==> src/rtl/ps_stage_if.sv <==
// Packet handshake channel between pipeline stages.
// The sender asserts send with a stable packet; a transfer happens on the
// clock edge where send && ack. W sets the packet width.
interface ps_stage_if #(
  parameter int W = 52
);
  logic         send;
  logic         ack;
  logic [W-1:0] packet;

  modport master (output send, output packet, input ack);
  modport slave  (input send, input packet, output ack);
endinterface

==> src/rtl/ps_stage.sv <==
// Program-storage stage of the data-driven pipeline.
// A matched PS packet (up channel) selects an instruction word in the program
// memory through its dest field. A valid word produces one FP packet
// (dn channel) to dest1. A word with copy=1 produces a second packet to
// dest2, but only when PS_COPY_EN is defined. An invalid word drops the
// packet and bumps a saturating drop counter.
// Signal map: Send_in/Ack_out/PACKET_IN = up.send/up.ack/up.packet,
//             Send_out/Ack_in/PACKET_OUT = dn.send/dn.ack/dn.packet.
// Optional feature macro: PS_COPY_EN (copy nodes, EMIT2 state).
module ps_stage #(
  parameter int PM_DEPTH = 128,
  parameter int PM_WIDTH = 24
) (
  input  logic                CP,
  input  logic                MR_N,
  ps_stage_if.slave           up,
  ps_stage_if.master          dn,
  input  logic                PM_WE,
  input  logic [6:0]          PM_ADDR,
  input  logic [PM_WIDTH-1:0] PM_DATA,
  output logic [7:0]          DROP_CNT
);

  typedef struct packed {
    logic [10:0] tag;
    logic [6:0]  dest;
    logic [1:0]  flags;
    logic [31:0] data;
  } in_pkt_t;

  typedef struct packed {
    logic [10:0] tag;
    logic [5:0]  opcode;
    logic [6:0]  dest;
    logic [31:0] data;
  } out_pkt_t;

  typedef struct packed {
    logic       valid;
    logic       copy;
    logic [6:0] dest2;
    logic [6:0] dest1;
    logic [1:0] rsvd;
    logic [5:0] opcode;
  } instr_t;

  typedef enum logic [1:0] {
    IDLE  = 2'd0,
    FETCH = 2'd1,
`ifdef PS_COPY_EN
    EMIT1 = 2'd2,
    EMIT2 = 2'd3
`else
    EMIT1 = 2'd2
`endif
  } state_t;

  state_t      state;
  in_pkt_t     pkt_in;
  instr_t      pm [PM_DEPTH];
  instr_t      pm_rd;
  logic [10:0] tag_q;
  logic [6:0]  dest_q;
  logic [31:0] data_q;
  out_pkt_t    out_q;
  logic        send_q;
  logic [7:0]  drop_q;
`ifdef PS_COPY_EN
  logic        copy_q;
  logic [6:0]  dest2_q;
`endif

  assign pkt_in   = in_pkt_t'(up.packet);
  assign pm_rd    = pm[dest_q];
  assign up.ack   = (state == IDLE) && MR_N;
  assign dn.send  = send_q;
  assign dn.packet = out_q;
  assign DROP_CNT = drop_q;

  // Flags and reserved instruction bits are intentionally not forwarded.
  logic unused_bits;
`ifdef PS_COPY_EN
  assign unused_bits = ^{pkt_in.flags, pm_rd.rsvd};
`else
  assign unused_bits = ^{pkt_in.flags, pm_rd.rsvd, pm_rd.copy, pm_rd.dest2};
`endif

  // Program memory write port, independent of the packet FSM.
  // NOTE: the memory array has no reset; clearing it would need a counter
  // sweep, and software loads every word before use anyway.
  always_ff @(posedge CP) begin
    if (PM_WE) pm[PM_ADDR] <= PM_DATA;
  end

  // Packet FSM: accept, fetch instruction, emit one or two FP packets.
  // NOTE: all state here uses <= so a FETCH read on the same edge as a write
  // to that address still sees the old word (read-before-write).
  always_ff @(posedge CP or negedge MR_N) begin
    if (!MR_N) begin
      state  <= IDLE;
      tag_q  <= '0;
      dest_q <= '0;
      data_q <= '0;
      out_q  <= '0;
      send_q <= 1'b0;
      drop_q <= '0;
`ifdef PS_COPY_EN
      copy_q  <= 1'b0;
      dest2_q <= '0;
`endif
    end else begin
      case (state)
        IDLE: begin
          if (up.send) begin
            tag_q  <= pkt_in.tag;
            dest_q <= pkt_in.dest;
            data_q <= pkt_in.data;
            state  <= FETCH;
          end
        end
        FETCH: begin
          if (pm_rd.valid) begin
            out_q  <= '{tag: tag_q, opcode: pm_rd.opcode, dest: pm_rd.dest1, data: data_q};
            send_q <= 1'b1;
`ifdef PS_COPY_EN
            copy_q  <= pm_rd.copy;
            dest2_q <= pm_rd.dest2;
`endif
            state  <= EMIT1;
          end else begin
            if (drop_q != 8'hFF) drop_q <= drop_q + 8'd1;
            state <= IDLE;
          end
        end
        EMIT1: begin
          if (dn.ack) begin
`ifdef PS_COPY_EN
            if (copy_q) begin
              out_q.dest <= dest2_q;
              state      <= EMIT2;
            end else begin
              send_q <= 1'b0;
              state  <= IDLE;
            end
`else
            send_q <= 1'b0;
            state  <= IDLE;
`endif
          end
        end
`ifdef PS_COPY_EN
        EMIT2: begin
          if (dn.ack) begin
            send_q <= 1'b0;
            state  <= IDLE;
          end
        end
`endif
        default: state <= IDLE;
      endcase
    end
  end

endmodule

==> src/flat_wrapper.sv <==
// flat-port wrapper written by rule: the top's interface ports become plain ports
module ps_stage_flat 
#(
  parameter int PM_DEPTH = 128,
  parameter int PM_WIDTH = 24
)
  (CP, MR_N, PM_WE, PM_ADDR, PM_DATA, DROP_CNT, up_send, up_packet, up_ack, dn_send, dn_packet, dn_ack);
  ps_stage_if #(.W(52)) up_i ();
  ps_stage_if #(.W(56)) dn_i ();
  input  logic CP;
  input  logic MR_N;
  input  logic PM_WE;
  input  logic [6:0] PM_ADDR;
  input  logic [PM_WIDTH-1:0] PM_DATA;
  output logic [7:0] DROP_CNT;
  input wire logic [$bits(up_i.send)-1:0] up_send;
  input wire logic [$bits(up_i.packet)-1:0] up_packet;
  output wire logic [$bits(up_i.ack)-1:0] up_ack;
  output wire logic [$bits(dn_i.send)-1:0] dn_send;
  output wire logic [$bits(dn_i.packet)-1:0] dn_packet;
  input wire logic [$bits(dn_i.ack)-1:0] dn_ack;
  assign up_i.send = up_send;
  assign up_i.packet = up_packet;
  assign up_ack = up_i.ack;
  assign dn_send = dn_i.send;
  assign dn_packet = dn_i.packet;
  assign dn_i.ack = dn_ack;
  ps_stage #(.PM_DEPTH(PM_DEPTH), .PM_WIDTH(PM_WIDTH)) u_core (.CP(CP), .MR_N(MR_N), .up(up_i), .dn(dn_i), .PM_WE(PM_WE), .PM_ADDR(PM_ADDR), .PM_DATA(PM_DATA), .DROP_CNT(DROP_CNT));
endmodule
==> config.mk <==
export PLATFORM = sky130hd
export DESIGN_NAME = ps_stage_flat
export DESIGN_NICKNAME = d
export VERILOG_FILES = /design/src/rtl/ps_stage_if.sv /design/src/rtl/ps_stage.sv /design/src/flat_wrapper.sv
export SDC_FILE = /design/constraint.sdc
export NUM_CORES = 2
export LEC_CHECK = 0
export CORE_MARGIN = 2
export CORE_UTILIZATION = 43
export CTS_CLUSTER_DIAMETER = 30
export DETAILED_ROUTE_END_ITERATION = 6
export SYNTH_ARGS = -nofsm -noshare
export SYNTH_HDL_FRONTEND = slang
export SYNTH_SLANG_ARGS = --single-unit
==> constraint.sdc <==
create_clock -name CP -period 2.85 [get_ports CP]
set_input_delay 0.57 -clock CP [delete_from_list [all_inputs] [get_ports CP]]
set_output_delay 0.57 -clock CP [all_outputs]
set_load 0.05 [all_outputs]
### After elaboration in Yosys (flattened, before gate mapping)

Memories as Yosys holds them, arrays and structs flattened.
Index checks and enable logic that the tools add are counted.

| cells by class | value |
|---|---|
| $add $sub $neg | 1 |
| eq/ne operators | 6 |
| mux-type cells | 9 |
| bitwise logic cells | 1 |
| reductions and logical operators | 8 |

Operators by type and width:

| cell | count |
|---|---|
| $add 8x1->8 const B | 1 |
| $ne 8x8->1 const B | 1 |
| $mux 2 | 3 |
| $pmux 2 s3 | 1 |
| $reduce_and 2->1 | 3 |
| $reduce_and 3->1 | 2 |
| $mux 1 | 4 |
| $ne 2x2->1 const B | 2 |
| $eq 2x1->1 const B | 1 |
| $eq 2x2->1 const B | 1 |
| $logic_not 2->1 | 1 |
| $ne 2x1->1 const B | 1 |
| $pmux 1 s2 | 1 |
| $reduce_bool 2->1 | 1 |
| $logic_and 1x1->1 | 1 |
| $not 1->1 | 1 |

| storage, ports and cells | value |
|---|---|
| bits in registers | 117 |
| RAM bits | 3072 |
| bits of input ports | 88 |
| output and inout bits | 66 |
| logic and storage cells | 36 |
| memories | 1 |

Memories:

| memory | words | width | rd ports | clocked after Yosys merged registers in | write ports | RTL line | source |
|---|---|---|---|---|---|---|---|
| u_core.pm | 128 | 24 | 1 | 0 | 1 | ps_stage.sv:60 | `instr_t pm [PM_DEPTH];` |

### Longest topological paths before layout

| logic depth | value |
|---|---|
| word-level depth | 3 |
| depth in mapped cells | 12 |
| depth with buffers taken out | 7 |

### Least setup slack after synthesis

OpenSTA, ideal clock, no wires.

| timing | value |
|---|---|
| path kind | reg2reg |
| from | register u_core.dest_q[0] |
| to | register u_core.out_q (netlist bit u_core.dn.packet[40]) |
| library setup time | 0.125 ns |
| arrival time | 2.688 ns |
| required time | 2.725 ns |
| slack | 0.037 ns |
| stages on the path, launching flop included | 10 |
| buffers on the path | 4 |
| period minus slack after synthesis | 2.813 ns |
| cells stage by stage | dfrtp_1 > buf_6 > buf_6 > buf_2 > buf_2 > mux4_2 > mux4_2 > o22ai_1 > o31ai_1 > mux2_2 |

| on the way | value |
|---|---|
| word-level cells in the longest chain between the ends | 2 |

Ends and longest elaborated chain:

| what | RTL line | source |
|---|---|---|
| start, declared | ps_stage.sv:63 | `logic [6:0] dest_q;` |
| start signal, assigned | ps_stage.sv:116 | `dest_q <= pkt_in.dest;` |
| $mem_v2 128x24 * | -- |  |
| $reduce_and 2->1 (no source line) | -- |  |
| end signal, assigned | ps_stage.sv:123 | `out_q <= '{tag: tag_q, opcode: pm_rd.opcode, dest: pm_rd.dest1, data: data_q};` |
| end, declared | ps_stage.sv:65 | `out_pkt_t out_q;` |

Mark *: on every way between the ends. The rest lies on a longest branch, timed or not.
A chain may end at the register's enable or synchronous reset.

### Final worst setup path

| timing | value |
|---|---|
| from | register u_core.dest_q[0] |
| to | register u_core.out_q (netlist bit u_core.dn.packet[16]) |

| on the way | value |
|---|---|
| word-level cells in the longest chain between the ends | 2 |

Ends and longest elaborated chain:

| what |
|---|
| $mem_v2 128x24 |
| $reduce_and 2->1 (no source line) |

No other way between the ends.

==> flow_summary_export.csv <==
group,metric,value,unit
status,violations,"setup timing",
floorplan,num_rows,151,
timing,fin_hold_ws,0.112,ns
power_and_ir_drop,power_leakage,31.8,nW
clock_tree,numCtsBuffers,372,
timing,finalSetupTns,-21.69,ns
timing,rsz0062_at_grt,"true",
clock_tree,clock_latency,0.92,ns
route,via_per_inst,5.63,
route,firstDrtPassIters,5,
global_route,use_met2,32.6,%
finish,layout-drive-gt1-share,41.8,%
logic_synthesis,syn_avg_cell_area,23.8,sq um
finish,nFillCells,12354,
clock_tree,path_clk_slew,0.05,ns
floorplan,die_w,416,um
floorplan,design.core.area,169000,sq um
floorplan,die_area,173000,sq um
global_route,grt_use_met1,28.6,%
floorplan,top_level_ports,154,
global_route,grt_util_met3,4.15,%
timing,fin_ws,-0.376,ns
global_route,grt_pass1_vias,37094,
logic_synthesis,synth_top_area_cell,"edfxtp_1",
route,dr_total_vias,35659,
global_route,antenna_found_initial,5,
logic_synthesis,synthCells,3075,
global_route,grt_max_degree,118,
global_route,grt_pass1_wl,257000,um
timing,setup_violations,66,
timing,hold_violations,0,
worst_hold_path,worstHoldPathType,"input pin to flop",
placement,numPortBuffers,141,
timing,final.min_clock_period,3.23,ns
clock_tree,cts.htree.levels,5,
setup_path,critical_path_class,"flop to flop",
logic_synthesis,syn_nets,3164,
global_route,grtUsageTotal,20.4,%
finish,nets,3910,
logic_synthesis,synth_warnings,0,
timing,post-route-period-util,113,%
timing,finalMaxSlewViolations,0,
power_and_ir_drop,power.density,1060,nW/um^2
clock_tree,cts_tree,"done",
setup_path,path_max_fanout,6,
logic_synthesis,syn_area,73200,sq um
floorplan,die_h,416,um
timing,max_freq,310,MHz
logic_synthesis,ys_seq_area_share,77.6,%
route,drc_errors,0,
placement,place_congestion,0.857,
logic_synthesis,netlist_top_cells_area,"edfxtp_1 74%, mux4_2 17%, dfrtp_1 4.0%, mux2_2 1.5%, nor2_1 0.64%",
route,drtIter0Drc,3617,
logic_synthesis,ys_ff_latch,1909,
setup_path,critPathArrivalTime,3.98,ns
finish,areaGrowthSynthToFinish,29.9,%
timing,max_slew_margin,18.2,%
route,wl,178000,um
setup_path,crit_required,3.60,ns
setup_path,critPathLaunchType,"flop",
setup_path,rrSetupSlack,-0.38,ns
route,wl_per_cell,28.1,um
global_route,grt_overflow_total,0,
clock_tree,cts.sinks,1909,
job,maxCapViolCount,0,
logic_synthesis,synth.top_cell.area_share,73.6,%
floorplan,initial_utilization,43.2,%
route,ant_nets,0,
logic_synthesis,ys_types,47,
global_route,globalRoute.busiestLayer,"met2",
clock_tree,cts.path.max_buffers,4,
clock_tree,root_buffer,"clkbuf_16",
timing,tightest_slew,1.22,ns
setup_path,cp-end-kind,"flop",
timing,finClkSkew,0.0577,ns
power_and_ir_drop,vdd_drop_max,0.828,mV
status,outcome,"finished, violations left",
placement,dp_hpwl,106000,um
## power by group
group / internal (mW) / switching, mW / total (mW)
Sequential: 31.6 / 0.657 / 32.3
Combinational: 12.6 / 12.2 / 24.8
Clock: 29.6 / 14.1 / 43.7
Total: 73.9 / 27.0 / 101
## flip-flops by register name, indices dropped and copies added (netlist names)
name              cells
u_core.tag_q         11
u_core.pm          1792
u_core.state          2
u_core.data_q        32
u_core.dn.packet     56
u_core.DROP_CNT       8
u_core.dest_q         7
u_core.dn.send        1
## cells in the mapped netlist (all sizes together)
| cell type | n |
|---|---|
| and2 | 3 |
| nor3b | 4 |
| o22ai | 26 |
| nor2 | 125 |
| or3 | 1 |
| nor3 | 12 |
| nor2b | 13 |
| ha | 1 |
| mux2 | 117 |
| nor4b | 1 |
| a21oi | 6 |
| xor2 | 7 |
| a22oi | 7 |
| o211ai | 1 |
| mux4 | 548 |
| inv | 2 |
| dfrtp | 117 |
| o41ai | 1 |
| nand3 | 15 |
| nor4bb | 1 |
| nand4 | 3 |
| nor4 | 2 |
| edfxtp | 1792 |
| or2 | 1 |
| mux2i | 2 |
| nand3b | 1 |
| and3 | 2 |
| a221oi | 5 |
| a211oi | 3 |
| clkbuf | 53 |
| a31oi | 1 |
| a22o | 26 |
| o21ai | 17 |
| buf | 112 |
| nand2b | 11 |
| o31ai | 13 |
| nand2 | 23 |
## metal layers
layer,share of wire (%),up-vias
li1,-,14818
met1,43,19193
met2,48,1359
met3,6.6,287
met4,2.3,2
met5,0.0073,-
## critical path, cell delays in order, from the launching register on
cell and delay [ns]:
dfrtp_4 0.45, buf_12 0.16, buf_8 0.12, mux4_2 0.57, nand2b_1 0.14, a211oi_2 0.10, o41ai_2 0.44, a31oi_4 0.27
buf_12 0.21, nand2_8 0.12, clkbuf_16 0.19, mux2_4 0.30
## area by class of cell
type	instances	area, sq um	share of cell area (%)
sequential	1909	56800	59.7
multi-input combinational	1000	16000	16.8
clock buffer	416	9670	10.2
timing repair buffer	536	6860	7.22
clock inverter	246	3000	3.15
tap	2218	2780	2.92
inverter	2	15.0	0.0158
antenna	2	5.00	0.00526
## cell usage in the layout (no fill, tap or decap), types with 52 or more instances in the layout
master | netlist | routed
edfxtp_1 | 1792 | 1792
buf_12 | 0 | 177
buf_4 | 14 | 206
clkdlybuf4s50_1 | 0 | 125
mux4_2 | 548 | 548
nor2_1 | 125 | 124
mux2_4 | 1 | 52
dfrtp_1 | 117 | 114
clkbuf_16 | 0 | 385
bufinv_16 | 0 | 58
clkinv_2 | 0 | 56
mux2_2 | 96 | 64
## stage by stage
stage | std cells | total power [mW] | cell area, sq um | setup WS, ns | util [%]
6_report | 6329 | 101 | 95100 | -0.376 | 56.2
5_1_grt | 6329 | 104 | 95100 | -0.444 | 56.2
4_1_cts | 6305 | 100 | 94300 | -0.277 | 55.7
3_5_place_dp | 5634 | 55.9 | 81400 | -0.410 | 48.1
3_3_place_gp | 5634 | 55.7 | 81400 | -0.408 | 48.1
2_1_floorplan | 3075 | 47.1 | 73200 | 0.0373 | -
## logic make-up after synthesis
kind of cell             count (synthesis)  share of synthesized area [%]
adder cells (fa/ha/maj)                  1                         0.0171
AND/OR/NAND/NOR                        218                           1.34
XOR/XNOR                                 7                         0.0838
multiplexers                           667                           18.7
AO/OA/AOI/OAI                          106                           1.06
buffers and inverters                  167                           1.24
flip-flops                            1909                           77.6
## repair_timing
action	4_1_cts	5_1_grt
hold buffers	2	0
endpoints found under the setup margin	66	66
gates resized for setup	17	99
buffers inserted	6	17
endpoints found under the hold margin	128	0
pin swaps	5	15
gates cloned	1	8
## path summary, 6_finish.rpt
check                                                from                                to  cells after the start
min in group asynchronous                            MR_N      u_core.dest_q[2]$_DFFE_PN0P_                      3
hold / removal                                 PM_DATA[8]        u_core.pm[53][8]$_DFFE_PP_                      1
setup reg to reg             u_core.dest_q[0]$_DFFE_PN0P_  u_core.dn.packet[16]$_DFFE_PN0P_                     11
max in group asynchronous                            MR_N      u_core.dest_q[0]$_DFFE_PN0P_                      3
hold reg to reg            u_core.DROP_CNT[6]$_DFFE_PN0P_    u_core.DROP_CNT[6]$_DFFE_PN0P_                      1
setup / recovery             u_core.dest_q[0]$_DFFE_PN0P_  u_core.dn.packet[16]$_DFFE_PN0P_                     11
No activity file was read; power rests on OpenSTA's default activity.
